$ cat src/rtl/teatimer_gen.sv
// Tea brew timer: IDLE/RUN/PAUSE/DONE controller that renders elapsed time onto an
// NLED-pixel GRB framebuffer (B = fine progress, G = coarse progress, blinking done display).
module teatimer_gen #(
   parameter int NLED       = 16,
   parameter int LEVEL      = 255,
   parameter int DONE_LEVEL = 1,
   parameter bit BLINK      = 1'b1
) (
   input  logic                        clk,
   input  logic                        nrst,
   input  logic                        tick,
   input  logic                        sw_start,
   input  logic                        sw_stop,
   input  logic                        sw_pause,
   input  logic [2*$clog2(NLED)-1:0]   target,
   output logic [NLED*24-1:0]          framebuf,
   output logic                        running,
   output logic                        done
);

   localparam int LW = $clog2(NLED);
   localparam int TW = 2 * LW;

   typedef enum logic [1:0] {IDLE, RUN, PAUSE, DONE} state_e;

   state_e              state_q, state_d;
   logic [TW-1:0]       elapsed_q, elapsed_d;
   logic [TW-1:0]       tgt_q, tgt_d;
   logic                ph_q, ph_d;
   logic [NLED*24-1:0]  framebuf_q, framebuf_d;
   logic                running_q, done_q;
   logic [LW-1:0]       fine, coarse;

   assign fine     = elapsed_q[LW-1:0];
   assign coarse   = elapsed_q[TW-1:LW];
   assign framebuf = framebuf_q;
   assign running  = running_q;
   assign done     = done_q;

   // Only the highest-priority control input acts in a cycle; the rest are dropped.
   always_comb begin
      state_d   = state_q;
      elapsed_d = elapsed_q;
      tgt_d     = tgt_q;
      ph_d      = ph_q;
      if (sw_stop) begin
         state_d   = IDLE;
         elapsed_d = '0;
      end else if (sw_start) begin
         tgt_d     = target;
         elapsed_d = '0;
         ph_d      = 1'b1;
         state_d   = (target == '0) ? DONE : RUN;
      end else if (sw_pause) begin
         if (state_q == RUN) begin
            state_d = PAUSE;
         end else if (state_q == PAUSE) begin
            state_d = RUN;
         end
      end else if (tick) begin
         if (state_q == RUN) begin
            elapsed_d = elapsed_q + 1'b1;
            if (elapsed_d == tgt_q) begin
               state_d = DONE;
            end
         end else if (state_q == DONE && BLINK) begin
            ph_d = ~ph_q;
         end
      end
   end

   // The display is rendered from the current registers, so it trails a state update by one clk.
   always_comb begin
      framebuf_d = '0;
      if (state_q == RUN || state_q == PAUSE) begin
         for (int k = 0; k < NLED; k++) begin
            if (k < int'(fine)) begin
               framebuf_d[24*k+16 +: 8] = 8'(LEVEL);
            end
            if (k < int'(coarse)) begin
               framebuf_d[24*k +: 8] = 8'(LEVEL);
            end
         end
      end else if (state_q == DONE && ph_q) begin
         for (int b = 0; b < 3*NLED; b++) begin
            framebuf_d[8*b +: 8] = 8'(DONE_LEVEL);
         end
      end
   end

   always_ff @(posedge clk) begin
      if (!nrst) begin
         state_q    <= IDLE;
         elapsed_q  <= '0;
         tgt_q      <= '0;
         ph_q       <= 1'b1;
         framebuf_q <= '0;
         running_q  <= 1'b0;
         done_q     <= 1'b0;
      end else begin
         state_q    <= state_d;
         elapsed_q  <= elapsed_d;
         tgt_q      <= tgt_d;
         ph_q       <= ph_d;
         framebuf_q <= framebuf_d;
         running_q  <= (state_d == RUN);
         done_q     <= (state_d == DONE);
      end
   end

endmodule

$ cat config.mk
export PLATFORM = sky130hd
export DESIGN_NAME = teatimer_gen
export DESIGN_NICKNAME = d
export VERILOG_FILES = /design/src/rtl/teatimer_gen.sv
export SDC_FILE = /design/constraint.sdc
export NUM_CORES = 1
export LEC_CHECK = 0
export BUFFER_PORTS_ARGS = -buffer_cell sky130_fd_sc_hd__buf_2
export CORE_AREA = 2 2 155 157
export CTS_CLUSTER_DIAMETER = 120
export DETAILED_ROUTE_END_ITERATION = 16
export DIE_AREA = 0 0 157 159
export PLACE_DENSITY = 0.5
export SETUP_SLACK_MARGIN = 0.5
export SLEW_MARGIN = 30
export SYNTH_ARGS = -nofsm -noshare
export SYNTH_HDL_FRONTEND = slang
export SYNTH_SLANG_ARGS = --single-unit
$ cat constraint.sdc
create_clock -name clk -period 4.4 [get_ports clk]
set_clock_uncertainty 0.2 [all_clocks]
set_input_delay 0.88 -clock clk [delete_from_list [all_inputs] [get_ports clk]]
set_output_delay 0.88 -clock clk [all_outputs]
set_load 0.005 [all_outputs]
==> flow_results.xml, run 1 <==
<?xml version="1.0" encoding="UTF-8"?>
<metrics>
  <group name="cts">
    <metric name="worstSkewPairLatency" unit="ps">340</metric>
    <metric name="cts_setup_buffers" unit="">0</metric>
    <metric name="numCtsBuffers" unit="">9</metric>
    <metric name="cts.repair.resized" unit="">0</metric>
    <metric name="clk_pin_slew" unit="ps">60</metric>
    <metric name="postCtsHoldBufs" unit="">0</metric>
    <metric name="clkSinkCount" unit="">82</metric>
    <metric name="cts.root.buffer_cell" unit="">sky130_fd_sc_hd__clkbuf_16</metric>
    <metric name="cts_tree" unit="">built</metric>
    <metric name="cts_max_path_buffers" unit="">2</metric>
    <metric name="htree_num_levels" unit="">3</metric>
  </group>
  <group name="floorplanning">
    <metric name="design.portCount" unit="">400</metric>
    <metric name="core_area" unit="µm²">23200</metric>
    <metric name="chipWidth" unit="µm">157</metric>
    <metric name="num_rows" unit="">56</metric>
    <metric name="die-height" unit="µm">159</metric>
    <metric name="initial_core_utilization" unit="%">22.8</metric>
    <metric name="design.die.area" unit="µm²">25000</metric>
  </group>
  <group name="flow_run">
    <metric name="max_cap_violations" unit="">0</metric>
  </group>
  <group name="setup_path">
    <metric name="cp-startpoint" unit="">elapsed_q[1]$_SDFFE_PP0P_</metric>
    <metric name="crit_type" unit="">reg2reg</metric>
    <metric name="r2r-start" unit="">elapsed_q[1]$_SDFFE_PP0P_</metric>
    <metric name="timing.critical_path.fanout_max" unit="">9</metric>
    <metric name="critPathCaptureType" unit="">flip-flop</metric>
    <metric name="timing.critical_path.arrival" unit="ps">2650</metric>
    <metric name="timing.critical_path.required" unit="ps">4490</metric>
    <metric name="worstSetupStartpointType" unit="">flip-flop</metric>
  </group>
  <group name="timing">
    <metric name="hold_viol" unit="">0</metric>
    <metric name="hold_ws" unit="ps">269</metric>
    <metric name="grt_setup_unrepaired" unit="">no</metric>
    <metric name="finalCritPeriodShare" unit="%">58.3</metric>
    <metric name="fin_crit" unit="ps">2570</metric>
    <metric name="worst_pin_slew" unit="ps">608</metric>
    <metric name="setup-tns-final" unit="ps">0</metric>
    <metric name="setup_viol_count_final" unit="">0</metric>
    <metric name="layout_setup_ws" unit="ps">1830</metric>
    <metric name="report.final.slew_viol_count" unit="">0</metric>
    <metric name="clock.fmax" unit="GHz">0.390</metric>
    <metric name="relSlewSlack" unit="%">59.4</metric>
  </group>
  <group name="cells_and_area">
    <metric name="final_layout_size_suffix_gt1_share" unit="%">42.9</metric>
    <metric name="layout.core_utilization" unit="%">22.9</metric>
    <metric name="finish.net_count" unit="">717</metric>
    <metric name="synthToLayoutAreaGrowth" unit="%">0.472</metric>
    <metric name="fin_area" unit="µm²">5320</metric>
    <metric name="final.fill_count" unit="">2588</metric>
  </group>
  <group name="grt">
    <metric name="track_usage" unit="%">8.49</metric>
    <metric name="antenna_found_initial" unit="">2</metric>
    <metric name="grt_max_degree" unit="">20</metric>
    <metric name="grt_remaining_overflow" unit="">0</metric>
    <metric name="wire_length_of_the_first_global_routing_pass" unit="mm">16.0</metric>
    <metric name="grt_pass1_vias" unit="">2682</metric>
  </group>
  <group name="routing">
    <metric name="routedWlPerCell" unit="µm">11.2</metric>
    <metric name="route.detailed.drc" unit="">0</metric>
    <metric name="vias_per_cell" unit="">3.27</metric>
    <metric name="initialDrtViolationCount" unit="">89</metric>
    <metric name="via_count" unit="">3339</metric>
    <metric name="dr.pass1.iters" unit="">4</metric>
    <metric name="postRouteAntennaNets" unit="">0</metric>
    <metric name="routed_wirelength" unit="mm">11.5</metric>
  </group>
  <group name="place">
    <metric name="placed_cell_area" unit="µm²">5030</metric>
    <metric name="finalWeightedCongestion" unit="">0.736</metric>
    <metric name="dpl_worst_slack" unit="ps">1540</metric>
    <metric name="io_buffer_count" unit="">273</metric>
    <metric name="hpwlAfterDp" unit="mm">9.15</metric>
  </group>
  <group name="logic_synthesis">
    <metric name="synth_async_sr_flop_share" unit="%">0</metric>
    <metric name="yosys.cell_types.count" unit="">42</metric>
    <metric name="ys_seq_area_share" unit="%">31.0</metric>
    <metric name="synth_cells" unit="">622</metric>
    <metric name="number_of_enable_flip_flop_cells_after_synthesis" unit="">0</metric>
    <metric name="ys_ff_latch" unit="">82</metric>
    <metric name="synth.avg_cell_area" unit="µm²">8.52</metric>
    <metric name="syn_area" unit="µm²">5300</metric>
    <metric name="synthesis_warnings" unit="">0</metric>
    <metric name="synth_ff_type" unit="">sky130_fd_sc_hd__dfxtp_1</metric>
  </group>
  <group name="pwr">
    <metric name="leakage" unit="nW">3.22</metric>
    <metric name="cellPowerDensity" unit="nW/µm²">287</metric>
    <metric name="ir_worst_vdd" unit="mV">0.186</metric>
  </group>
  <group name="worst_hold_path">
    <metric name="hold_sp" unit="">tgt_q[1]$_SDFFE_PN0P_</metric>
    <metric name="min-delay-path-class" unit="">reg2reg</metric>
  </group>
  <group name="run_status">
    <metric name="run_status" unit="">completed</metric>
  </group>
</metrics>
[cells in the final DEF (no fill, tap or decap), types with 2 or more instances in the layout]
cell type,count
sky130_fd_sc_hd__nor3b_1,2
sky130_fd_sc_hd__nand3_1,5
sky130_fd_sc_hd__a21oi_1,18
sky130_fd_sc_hd__ha_1,7
sky130_fd_sc_hd__o21ai_0,21
sky130_fd_sc_hd__a31o_2,3
sky130_fd_sc_hd__or3_1,3
sky130_fd_sc_hd__and2_1,3
sky130_fd_sc_hd__conb_1,126
sky130_fd_sc_hd__nor4_1,2
sky130_fd_sc_hd__xor2_1,8
sky130_fd_sc_hd__nor2b_1,2
sky130_fd_sc_hd__xnor2_1,9
sky130_fd_sc_hd__o211ai_1,2
sky130_fd_sc_hd__clkbuf_16,9
sky130_fd_sc_hd__o21a_1,2
sky130_fd_sc_hd__nand4_1,2
sky130_fd_sc_hd__dfxtp_1,82
sky130_fd_sc_hd__nand2_1,46
sky130_fd_sc_hd__nor3_1,3
sky130_fd_sc_hd__clkinv_2,2
sky130_fd_sc_hd__inv_1,17
sky130_fd_sc_hd__buf_2,273
sky130_fd_sc_hd__nand2b_1,4
sky130_fd_sc_hd__nor2_1,28
sky130_fd_sc_hd__clkinvlp_4,2
[power breakdown]
group          total (W)  internal [W]  switching, W
clock           0.000709      0.000387      0.000322
combinational  0.0000691     0.0000169     0.0000523
sequential      0.000751      0.000747    0.00000373
[critical path, cell delays in order (launching register included)]
cell and delay [ps]:
sky130_fd_sc_hd__dfxtp_1 550, sky130_fd_sc_hd__ha_1 290, sky130_fd_sc_hd__nand3_2 150, sky130_fd_sc_hd__or3_1 410, sky130_fd_sc_hd__a2bb2oi_1 190, sky130_fd_sc_hd__o2111ai_2 170
sky130_fd_sc_hd__a2111oi_4 360, sky130_fd_sc_hd__and2_1 170
[cells by family after synthesis]
group                    Yosys count  share of synthesized area, %
flip-flops                        82                          31.0
AO/OA/AOI/OAI                     52                          6.12
adder cells (fa/ha/maj)            7                          1.65
XOR/XNOR                          17                          2.81
other                              1                        0.0708
buffers and inverters            354                          48.5
AND/OR/NAND/NOR                  109                          9.85
[metrics by stage]
stage          std cells  total power [W]
5_1_grt             1021          0.00161
3_5_place_dp        1003         0.000835
2_1_floorplan        747         0.000898
6_report            1021          0.00153
4_1_cts             1019          0.00156
3_3_place_gp        1003         0.000834
[state kept, by name, summed over array words and instances (netlist names)]
signal,flops
tgt_q,8
state_q,2
ph_q,1
framebuf,61
elapsed_q,8
running,1
done,1
[cell usage after synthesis (2+ instances only)]
| cell type | n | share of area, % |
|---|---|---|
| sky130_fd_sc_hd__nor4_1 | 2 | 0.24 |
| sky130_fd_sc_hd__clkbuf_1 | 9 | 0.64 |
| sky130_fd_sc_hd__buf_6 | 2 | 0.43 |
| sky130_fd_sc_hd__and2_1 | 3 | 0.35 |
| sky130_fd_sc_hd__o211ai_1 | 2 | 0.28 |
| sky130_fd_sc_hd__nand2_1 | 46 | 3.3 |
| sky130_fd_sc_hd__or3_1 | 3 | 0.35 |
| sky130_fd_sc_hd__o21ai_0 | 21 | 2.0 |
| sky130_fd_sc_hd__o21a_1 | 2 | 0.28 |
| sky130_fd_sc_hd__nor3b_1 | 2 | 0.28 |
| sky130_fd_sc_hd__nand3_1 | 5 | 0.47 |
| sky130_fd_sc_hd__ha_1 | 7 | 1.7 |
| sky130_fd_sc_hd__nor2b_1 | 2 | 0.24 |
| sky130_fd_sc_hd__nor3_1 | 3 | 0.28 |
| sky130_fd_sc_hd__a21oi_1 | 18 | 1.7 |
| sky130_fd_sc_hd__buf_4 | 324 | 46 |
| sky130_fd_sc_hd__a31o_2 | 3 | 0.50 |
| sky130_fd_sc_hd__xor2_1 | 8 | 1.3 |
| sky130_fd_sc_hd__nor2_1 | 28 | 2.0 |
| sky130_fd_sc_hd__nand4_1 | 2 | 0.24 |
| sky130_fd_sc_hd__dfxtp_1 | 82 | 31 |
| sky130_fd_sc_hd__inv_1 | 17 | 1.2 |
| sky130_fd_sc_hd__nand2b_1 | 4 | 0.47 |
| sky130_fd_sc_hd__xnor2_1 | 9 | 1.5 |
[cell type report]
type                            count  area [µm²]  share of cell area, %
Antenna cell                        1        2.50                 0.0470
Clock buffer                        9         225                   4.23
Clock inverter                      7        53.8                   1.01
Inverter                           18        67.6                   1.27
Multi-Input combinational cell    311        1560                   29.2
Sequential cell                    82        1640                   30.8
Tap cell                          319         399                   7.50
Timing Repair Buffer              274        1380                   25.9
[per-layer routing]
layer | global-route usage (%) | wire length [µm] | up-vias
met5 | 0 | 0 | -
met1 | 9.47 | 4510 | 1488
met4 | 3.63 | 150 | 0
met2 | 14.7 | 5700 | 196
li1 | - | - | 1647
met3 | 2.80 | 1120 | 8
[worst paths after layout]
check	endpoint	slack [ps]	cells past startpoint
setup / recovery	done$_SDFF_PN0_	1830	7
hold / removal	tgt_q[1]$_SDFFE_PN0P_	270	2
setup reg to reg	done$_SDFF_PN0_	1830	7
hold reg to reg	tgt_q[1]$_SDFFE_PN0P_	270	2
Power figures use the tool's default switching activity.
==> inputs of run 2 (changes only) <==
Settings changed: ABC_AREA set to 1, PLACE_DENSITY 0.5 to 0.52.
Clock period 4.4 ns to 2.35 ns, I/O delays scaled along.
==> flow_results.xml, run 2 <==
<?xml version="1.0" encoding="UTF-8"?>
<metrics>
  <group name="place">
    <metric name="finalWeightedCongestion" unit="">0.814</metric>
    <metric name="placed_cell_area" unit="µm²">5110</metric>
    <metric name="io_buffer_count" unit="">273</metric>
    <metric name="hpwlAfterDp" unit="mm">9.75</metric>
  </group>
  <group name="logic_synthesis">
    <metric name="synth_most_common_cell" unit="">sky130_fd_sc_hd__buf_4</metric>
    <metric name="synthesis_warnings" unit="">0</metric>
    <metric name="ys_ff_latch" unit="">82</metric>
    <metric name="synth.cells.most_frequent" unit="">324 x sky130_fd_sc_hd__buf_4, 82 x sky130_fd_sc_hd__dfxtp_1, 60 x sky130_fd_sc_hd__nand2_1</metric>
    <metric name="yosys.cell_types.count" unit="">26</metric>
    <metric name="synth.avg_cell_area" unit="µm²">7.92</metric>
    <metric name="number_of_enable_flip_flop_cells_after_synthesis" unit="">0</metric>
    <metric name="yosysTopAreaCellShare" unit="%">45.7</metric>
    <metric name="ys_seq_area_share" unit="%">30.8</metric>
    <metric name="synth_cells" unit="">672</metric>
    <metric name="post-synth-top-area-cell" unit="">sky130_fd_sc_hd__buf_4</metric>
    <metric name="synth_ff_type" unit="">sky130_fd_sc_hd__dfxtp_1</metric>
    <metric name="synth_async_sr_flop_share" unit="%">0</metric>
    <metric name="netlist_top_cells_area" unit="">sky130_fd_sc_hd__buf_4 46%, sky130_fd_sc_hd__dfxtp_1 31%, sky130_fd_sc_hd__nand2_1 4.2%</metric>
    <metric name="syn_area" unit="µm²">5320</metric>
  </group>
  <group name="floorplanning">
    <metric name="design.die.area" unit="µm²">25000</metric>
    <metric name="core_area" unit="µm²">23200</metric>
    <metric name="die-height" unit="µm">159</metric>
    <metric name="initial_core_utilization" unit="%">22.9</metric>
    <metric name="chipWidth" unit="µm">157</metric>
    <metric name="design.portCount" unit="">400</metric>
    <metric name="num_rows" unit="">56</metric>
  </group>
  <group name="setup_path">
    <metric name="crit_path_max_incr_delay" unit="ps">390</metric>
    <metric name="crit_chain" unit="">inv_4 -&gt; ha_4 -&gt; inv_2 -&gt; nand2_1 -&gt; nand3_1 -&gt; nor2_1 -&gt; nand3_1 -&gt; nor2_1 -&gt; nand3_2 -&gt; nand2_1 -&gt; nand2_1 -&gt; nand2_1 -&gt; nand2_2 -&gt; nor2_2</metric>
    <metric name="worstSetupStartpointType" unit="">flip-flop</metric>
    <metric name="crit_type" unit="">reg2reg</metric>
    <metric name="timing.critical_path.arrival" unit="ps">1980</metric>
    <metric name="timing.critical_path.required" unit="ps">2430</metric>
    <metric name="critical-path-slowest-cell" unit="">sky130_fd_sc_hd__dfxtp_4</metric>
    <metric name="critPathCaptureType" unit="">flip-flop</metric>
    <metric name="worstRegToRegCells" unit="">14</metric>
    <metric name="critical-path-top-cell-by-count" unit="">sky130_fd_sc_hd__nand2_1</metric>
    <metric name="r2r-start" unit="">elapsed_q[0]$_SDFFE_PP0P_</metric>
    <metric name="timing.critical_path.fanout_max" unit="">4</metric>
    <metric name="r2r_setup_slack" unit="ps">450</metric>
    <metric name="critical_path.reg2reg.endpoint" unit="">done$_SDFF_PN0_</metric>
  </group>
  <group name="worst_hold_path">
    <metric name="hold_sp" unit="">target[4]</metric>
    <metric name="hold_end" unit="">tgt_q[4]$_SDFFE_PN0P_</metric>
    <metric name="min-delay-path-class" unit="">in2reg</metric>
    <metric name="min_delay_path_depth" unit="">3</metric>
  </group>
  <group name="cts">
    <metric name="clk_pin_slew" unit="ps">60</metric>
    <metric name="numCtsBuffers" unit="">9</metric>
    <metric name="cts_tree" unit="">built</metric>
    <metric name="cts_max_path_buffers" unit="">2</metric>
    <metric name="worstSkewPairLatency" unit="ps">340</metric>
    <metric name="postCtsHoldBufs" unit="">0</metric>
    <metric name="clkSinkCount" unit="">82</metric>
    <metric name="cts.root.buffer_cell" unit="">sky130_fd_sc_hd__clkbuf_16</metric>
    <metric name="htree_num_levels" unit="">3</metric>
  </group>
  <group name="grt">
    <metric name="wire_length_of_the_first_global_routing_pass" unit="mm">16.1</metric>
    <metric name="track_usage" unit="%">8.52</metric>
    <metric name="grt_max_degree" unit="">19</metric>
    <metric name="grt_pass1_vias" unit="">2737</metric>
    <metric name="antenna_found_initial" unit="">6</metric>
    <metric name="grt_remaining_overflow" unit="">0</metric>
  </group>
  <group name="routing">
    <metric name="routed_wirelength" unit="mm">11.9</metric>
    <metric name="postRouteAntennaNets" unit="">0</metric>
    <metric name="dr.pass1.iters" unit="">4</metric>
    <metric name="routedWlPerCell" unit="µm">11.0</metric>
    <metric name="via_count" unit="">3645</metric>
    <metric name="initialDrtViolationCount" unit="">164</metric>
    <metric name="route.detailed.drc" unit="">0</metric>
    <metric name="vias_per_cell" unit="">3.35</metric>
  </group>
  <group name="timing">
    <metric name="hold_viol" unit="">0</metric>
    <metric name="fin_crit" unit="ps">1900</metric>
    <metric name="setup-tns-final" unit="ps">0</metric>
    <metric name="report.final.slew_viol_count" unit="">0</metric>
    <metric name="finalCritPeriodShare" unit="%">80.9</metric>
    <metric name="setup_viol_count_final" unit="">0</metric>
    <metric name="clock.fmax" unit="GHz">0.526</metric>
    <metric name="grt_setup_unrepaired" unit="">yes</metric>
  </group>
  <group name="cells_and_area">
    <metric name="final.fill_count" unit="">2572</metric>
    <metric name="largest_register_ff_count" unit="">61</metric>
    <metric name="final_layout_size_suffix_gt1_share" unit="%">44.9</metric>
    <metric name="synthToLayoutAreaGrowth" unit="%">6.44</metric>
    <metric name="final_common_cell" unit="">sky130_fd_sc_hd__buf_2</metric>
    <metric name="footprint_of_the_flip_flops_and_latches" unit="µm²">1660</metric>
    <metric name="layout.core_utilization" unit="%">24.4</metric>
    <metric name="leading_cell_types_in_the_layout_fill_and_taps_excluded" unit="">273 x sky130_fd_sc_hd__buf_2, 126 x sky130_fd_sc_hd__conb_1, 73 x sky130_fd_sc_hd__dfxtp_1, 52 x sky130_fd_sc_hd__nand2_1, 44 x sky130_fd_sc_hd__inv_1</metric>
    <metric name="finish.net_count" unit="">780</metric>
    <metric name="footprint_of_the_multi_input_gates" unit="µm²">1600</metric>
    <metric name="fin_area" unit="µm²">5670</metric>
  </group>
  <group name="flow_run">
    <metric name="max_cap_violations" unit="">0</metric>
  </group>
  <group name="pwr">
    <metric name="cellPowerDensity" unit="nW/µm²">561</metric>
    <metric name="ir_worst_vdd" unit="mV">0.256</metric>
    <metric name="totalPowerFinal" unit="W">0.00318</metric>
    <metric name="leakage" unit="nW">3.47</metric>
  </group>
  <group name="run_status">
    <metric name="run_status" unit="">completed</metric>
  </group>
</metrics>
## run 2: cell count changes after synthesis, moves of 4 or more
| cell | change |
|---|---|
| sky130_fd_sc_hd__clkbuf_1 | -5 |
| sky130_fd_sc_hd__nand3_1 | +16 |
| sky130_fd_sc_hd__nand2_1 | +14 |
| sky130_fd_sc_hd__inv_1 | +32 |
| sky130_fd_sc_hd__nand2b_1 | -4 |
| sky130_fd_sc_hd__xnor2_1 | -8 |
| sky130_fd_sc_hd__xor2_1 | -8 |
| sky130_fd_sc_hd__nor2_1 | +16 |
| sky130_fd_sc_hd__o21ai_0 | +17 |
| sky130_fd_sc_hd__buf_2 | +4 |
## run 2: area by class of cell
type	count	share of cell area [%]
tap	319	7.05
antenna	6	0.265
clock buffer	10	4.04
sequential	82	29.4
inverter	50	3.40
timing repair buffer	284	25.7
multi-input combinational	332	28.2
clock inverter	6	2.03
## run 2: logic make-up (layout without fill, tap and decap cells)
logic type / count (synthesis) / after routing / synth area share [%]
DFF: 82 / 82 / 30.8
other: 1 / 132 / 0.0705
xor gates and xnor gates: 1 / 1 / 0.165
and+or+nand+nor: 136 / 136 / 11.1
buffers and inverters: 383 / 350 / 50.1
adders and majority gates: 7 / 7 / 1.65
AOI/OAI and AO/OA: 62 / 62 / 6.06
## run 2: worst max path at each step
stage                               from                  endpoint  slack (ps)  cells after the start
3_5_place_dp       state_q[0]$_SDFF_PN0_  framebuf[120]$_SDFF_PN0_         210                      7
4_1_cts        elapsed_q[5]$_SDFFE_PP0P_        running$_SDFF_PN0_         460                     11
6_report       elapsed_q[0]$_SDFFE_PP0P_           done$_SDFF_PN0_         450                     14
2_1_floorplan      state_q[0]$_SDFF_PN0_  framebuf[352]$_SDFF_PN0_         520                      6
3_3_place_gp       state_q[0]$_SDFF_PN0_  framebuf[120]$_SDFF_PN0_         210                      7
5_1_grt        elapsed_q[0]$_SDFFE_PP0P_        running$_SDFF_PN0_         290                     14
## run 2: where the power goes
| group | internal [W] | total [W] | switching (W) |
|---|---|---|---|
| combinational | 0.0000378 | 0.000147 | 0.000109 |
| clock | 0.00104 | 0.00162 | 0.000577 |
| sequential | 0.00140 | 0.00141 | 0.00000977 |
## run 2: critical path: cells and delay by family, from the launching register on
| family | cells | cell delay [ps] |
|---|---|---|
| buffers and inverters | 2 | 80 |
| and+or+nand+nor | 11 | 900 |
| DFF | 1 | 390 |
| adders and majority gates | 1 | 260 |
## run 2: metal layers
metal  share of wire (%)  GRT usage [%]  vias to the layer above
met5               0.092              0                        -
met2                  49           14.7                      244
met4                0.83           2.75                        2
li1                    -              -                     1811
met1                  39           9.53                     1580
met3                  11           3.43                        8
## run 2: per-stage QoR
stage,setup slack (ps),cells,hold slack (ps)
floorplan,524,797,243
global placement,213,1060,265
detailed placement,205,1060,264
CTS,456,1078,194
global route,289,1085,224
finish,448,1089,205
## run 2: repair_timing
| item | 4_1_cts | 5_1_grt |
|---|---|---|
| buffers inserted | 2 | 5 |
| setup endpoints to repair | 33 | 58 |
| resized for setup | 21 | 31 |
| cloned | 0 | 0 |
| pin swaps | 3 | 15 |
| hold endpoints to repair | 0 | 0 |
==> inputs of run 3 (changes only) <==
Settings changed: ABC_AREA 1 to 0, PLACE_DENSITY 0.52 to 0.51.
Clock period 2.35 ns to 1.6 ns, I/O delays scaled along.
==> flow_results.xml, run 3 (same netlist as run 1, synthesis figures left out) <==
<?xml version="1.0" encoding="UTF-8"?>
<metrics>
  <group name="flow_run">
    <metric name="max_cap_violations" unit="">0</metric>
  </group>
  <group name="timing">
    <metric name="grt_setup_unrepaired" unit="">yes</metric>
    <metric name="setup-tns-final" unit="ps">-7520</metric>
    <metric name="setup_viol_count_final" unit="">60</metric>
    <metric name="hold_viol" unit="">0</metric>
    <metric name="clock.fmax" unit="GHz">0.478</metric>
    <metric name="report.final.slew_viol_count" unit="">0</metric>
    <metric name="hold_ws" unit="ps">22.0</metric>
    <metric name="finalCritPeriodShare" unit="%">131</metric>
    <metric name="layout_setup_ws" unit="ps">-494</metric>
    <metric name="fin_crit" unit="ps">2090</metric>
  </group>
  <group name="floorplanning">
    <metric name="core_area" unit="µm²">23200</metric>
    <metric name="chipWidth" unit="µm">157</metric>
    <metric name="design.die.area" unit="µm²">25000</metric>
    <metric name="num_rows" unit="">56</metric>
    <metric name="design.portCount" unit="">400</metric>
    <metric name="die-height" unit="µm">159</metric>
    <metric name="initial_core_utilization" unit="%">22.8</metric>
  </group>
  <group name="routing">
    <metric name="via_count" unit="">3771</metric>
    <metric name="initialDrtViolationCount" unit="">75</metric>
    <metric name="route.detailed.drc" unit="">0</metric>
    <metric name="vias_per_cell" unit="">3.45</metric>
    <metric name="dr.pass1.iters" unit="">4</metric>
    <metric name="postRouteAntennaNets" unit="">0</metric>
    <metric name="routed_wirelength" unit="mm">14.2</metric>
    <metric name="routedWlPerCell" unit="µm">13.0</metric>
  </group>
  <group name="cells_and_area">
    <metric name="footprint_of_the_flip_flops_and_latches" unit="µm²">1780</metric>
    <metric name="synthToLayoutAreaGrowth" unit="%">55.1</metric>
    <metric name="finish.net_count" unit="">790</metric>
    <metric name="leading_cell_types_in_the_layout_fill_and_taps_excluded" unit="">257 x sky130_fd_sc_hd__buf_6, 126 x sky130_fd_sc_hd__conb_1, 43 x sky130_fd_sc_hd__dfxtp_1, 41 x sky130_fd_sc_hd__buf_2, 40 x sky130_fd_sc_hd__buf_4</metric>
    <metric name="final_common_cell" unit="">sky130_fd_sc_hd__buf_6</metric>
    <metric name="final.fill_count" unit="">2287</metric>
    <metric name="final_layout_size_suffix_gt1_share" unit="%">64.2</metric>
    <metric name="largest_register_ff_count" unit="">61</metric>
    <metric name="layout.core_utilization" unit="%">35.4</metric>
    <metric name="footprint_of_the_multi_input_gates" unit="µm²">2120</metric>
    <metric name="antenna-diode-count" unit="">0</metric>
  </group>
  <group name="place">
    <metric name="io_buffer_count" unit="">273</metric>
    <metric name="dpl_worst_slack" unit="ps">-535</metric>
    <metric name="hpwlAfterDp" unit="mm">9.48</metric>
    <metric name="finalWeightedCongestion" unit="">0.754</metric>
  </group>
  <group name="worst_hold_path">
    <metric name="hold_sp" unit="">target[7]</metric>
    <metric name="hold_end" unit="">tgt_q[7]$_SDFFE_PN0P_</metric>
    <metric name="min_delay_path_depth" unit="">3</metric>
    <metric name="min-delay-path-class" unit="">in2reg</metric>
  </group>
  <group name="setup_path">
    <metric name="crit_chain" unit="">inv_4 -&gt; ha_4 -&gt; xor2_2 -&gt; nor4_4 -&gt; o2111ai_2 -&gt; a2111oi_4 -&gt; and2_1</metric>
    <metric name="crit_path_max_incr_delay" unit="ps">390</metric>
    <metric name="timing.critical_path.required" unit="ps">1700</metric>
    <metric name="critical_path.reg2reg.endpoint" unit="">done$_SDFF_PN0_</metric>
    <metric name="critPathCaptureType" unit="">flip-flop</metric>
    <metric name="timing.critical_path.fanout_max" unit="">5</metric>
    <metric name="timing.critical_path.arrival" unit="ps">2190</metric>
    <metric name="r2r_setup_slack" unit="ps">-490</metric>
    <metric name="worstRegToRegCells" unit="">7</metric>
    <metric name="crit_type" unit="">reg2reg</metric>
    <metric name="worstSetupStartpointType" unit="">flip-flop</metric>
    <metric name="r2r-start" unit="">elapsed_q[1]$_SDFFE_PP0P_</metric>
    <metric name="critical-path-slowest-cell" unit="">sky130_fd_sc_hd__dfxtp_4</metric>
  </group>
  <group name="cts">
    <metric name="postCtsHoldBufs" unit="">0</metric>
    <metric name="cts_tree" unit="">built</metric>
    <metric name="worstSkewPairLatency" unit="ps">350</metric>
    <metric name="numCtsBuffers" unit="">9</metric>
    <metric name="cts.root.buffer_cell" unit="">sky130_fd_sc_hd__clkbuf_16</metric>
    <metric name="clk_pin_slew" unit="ps">70</metric>
    <metric name="clkSinkCount" unit="">82</metric>
    <metric name="htree_num_levels" unit="">3</metric>
    <metric name="cts_max_path_buffers" unit="">2</metric>
  </group>
  <group name="grt">
    <metric name="track_usage" unit="%">9.86</metric>
    <metric name="antenna_found_initial" unit="">0</metric>
    <metric name="grt_remaining_overflow" unit="">0</metric>
    <metric name="grt_max_degree" unit="">16</metric>
    <metric name="grt_pass1_vias" unit="">3162</metric>
    <metric name="wire_length_of_the_first_global_routing_pass" unit="mm">18.5</metric>
  </group>
  <group name="pwr">
    <metric name="totalPowerFinal" unit="W">0.00434</metric>
    <metric name="leakage" unit="nW">3.91</metric>
    <metric name="cellPowerDensity" unit="nW/µm²">528</metric>
    <metric name="ir_worst_vdd" unit="mV">0.314</metric>
  </group>
  <group name="run_status">
    <metric name="run_status" unit="">finished, violations left</metric>
    <metric name="violated_checks" unit="">setup timing</metric>
  </group>
</metrics>
-- run 3: worst max path at each step --
stage                                         start                 end  slack, ps  cells after the start
after floorplan           elapsed_q[1]$_SDFFE_PP0P_     done$_SDFF_PN0_       -410                      7
after global placement    elapsed_q[1]$_SDFFE_PP0P_  running$_SDFF_PN0_       -500                      7
after detailed placement  elapsed_q[1]$_SDFFE_PP0P_  running$_SDFF_PN0_       -540                      7
after CTS                 elapsed_q[1]$_SDFFE_PP0P_     done$_SDFF_PN0_       -520                      7
after global routing      elapsed_q[1]$_SDFFE_PP0P_     done$_SDFF_PN0_       -610                      7
final                     elapsed_q[1]$_SDFFE_PP0P_     done$_SDFF_PN0_       -490                      7
-- run 3: metal layers --
metal | vias to the layer above | part of all wire (%) | track usage, %
li1 | 1818 | - | -
met1 | 1754 | 37 | 11.2
met4 | 0 | 1.1 | 3.38
met2 | 188 | 55 | 17.8
met3 | 11 | 7.0 | 2.42
met5 | - | 0 | 0
-- run 3: final cells by class --
| class | count | area share [%] |
|---|---|---|
| flip-flops and latches | 82 | 21.6 |
| well taps | 319 | 4.86 |
| clock buffers | 10 | 2.91 |
| clock inverters | 6 | 0.579 |
| multi-input cells | 312 | 25.8 |
| inverters | 18 | 1.10 |
| repair buffers | 346 | 43.1 |
-- run 3: worst max-delay path: cells and delay by family (launching register included) --
kind / cells / cell delay, ps
DFF: 1 / 390
buffers and inverters: 1 / 50
adders and majority gates: 1 / 240
xor gates and xnor gates: 1 / 180
AOI/OAI and AO/OA: 2 / 580
and+or+nand+nor: 2 / 400
-- run 3: per-stage QoR --
step | cell area, µm² | instances
3_3_place_gp | 5670 | 1059
5_1_grt | 8210 | 1093
4_1_cts | 7260 | 1085
3_5_place_dp | 5670 | 1059
6_report | 8210 | 1093
2_1_floorplan | 6000 | 747
-- run 3: what timing repair did --
item                       CTS  global route
hold endpoints to repair     0             0
pin swaps                   27            15
gates cloned                 2             0
setup endpoints to repair  334           341
setup buffers                8             8
gates resized for setup    261           170
-- run 3: where the power goes --
group | switching [W] | internal, W | leakage, nW
clock network | 0.000917 | 0.00111 | 0.139
registers | 0.0000123 | 0.00200 | 0.692
logic | 0.000193 | 0.000109 | 3.08
total | 0.00112 | 0.00322 | 3.91
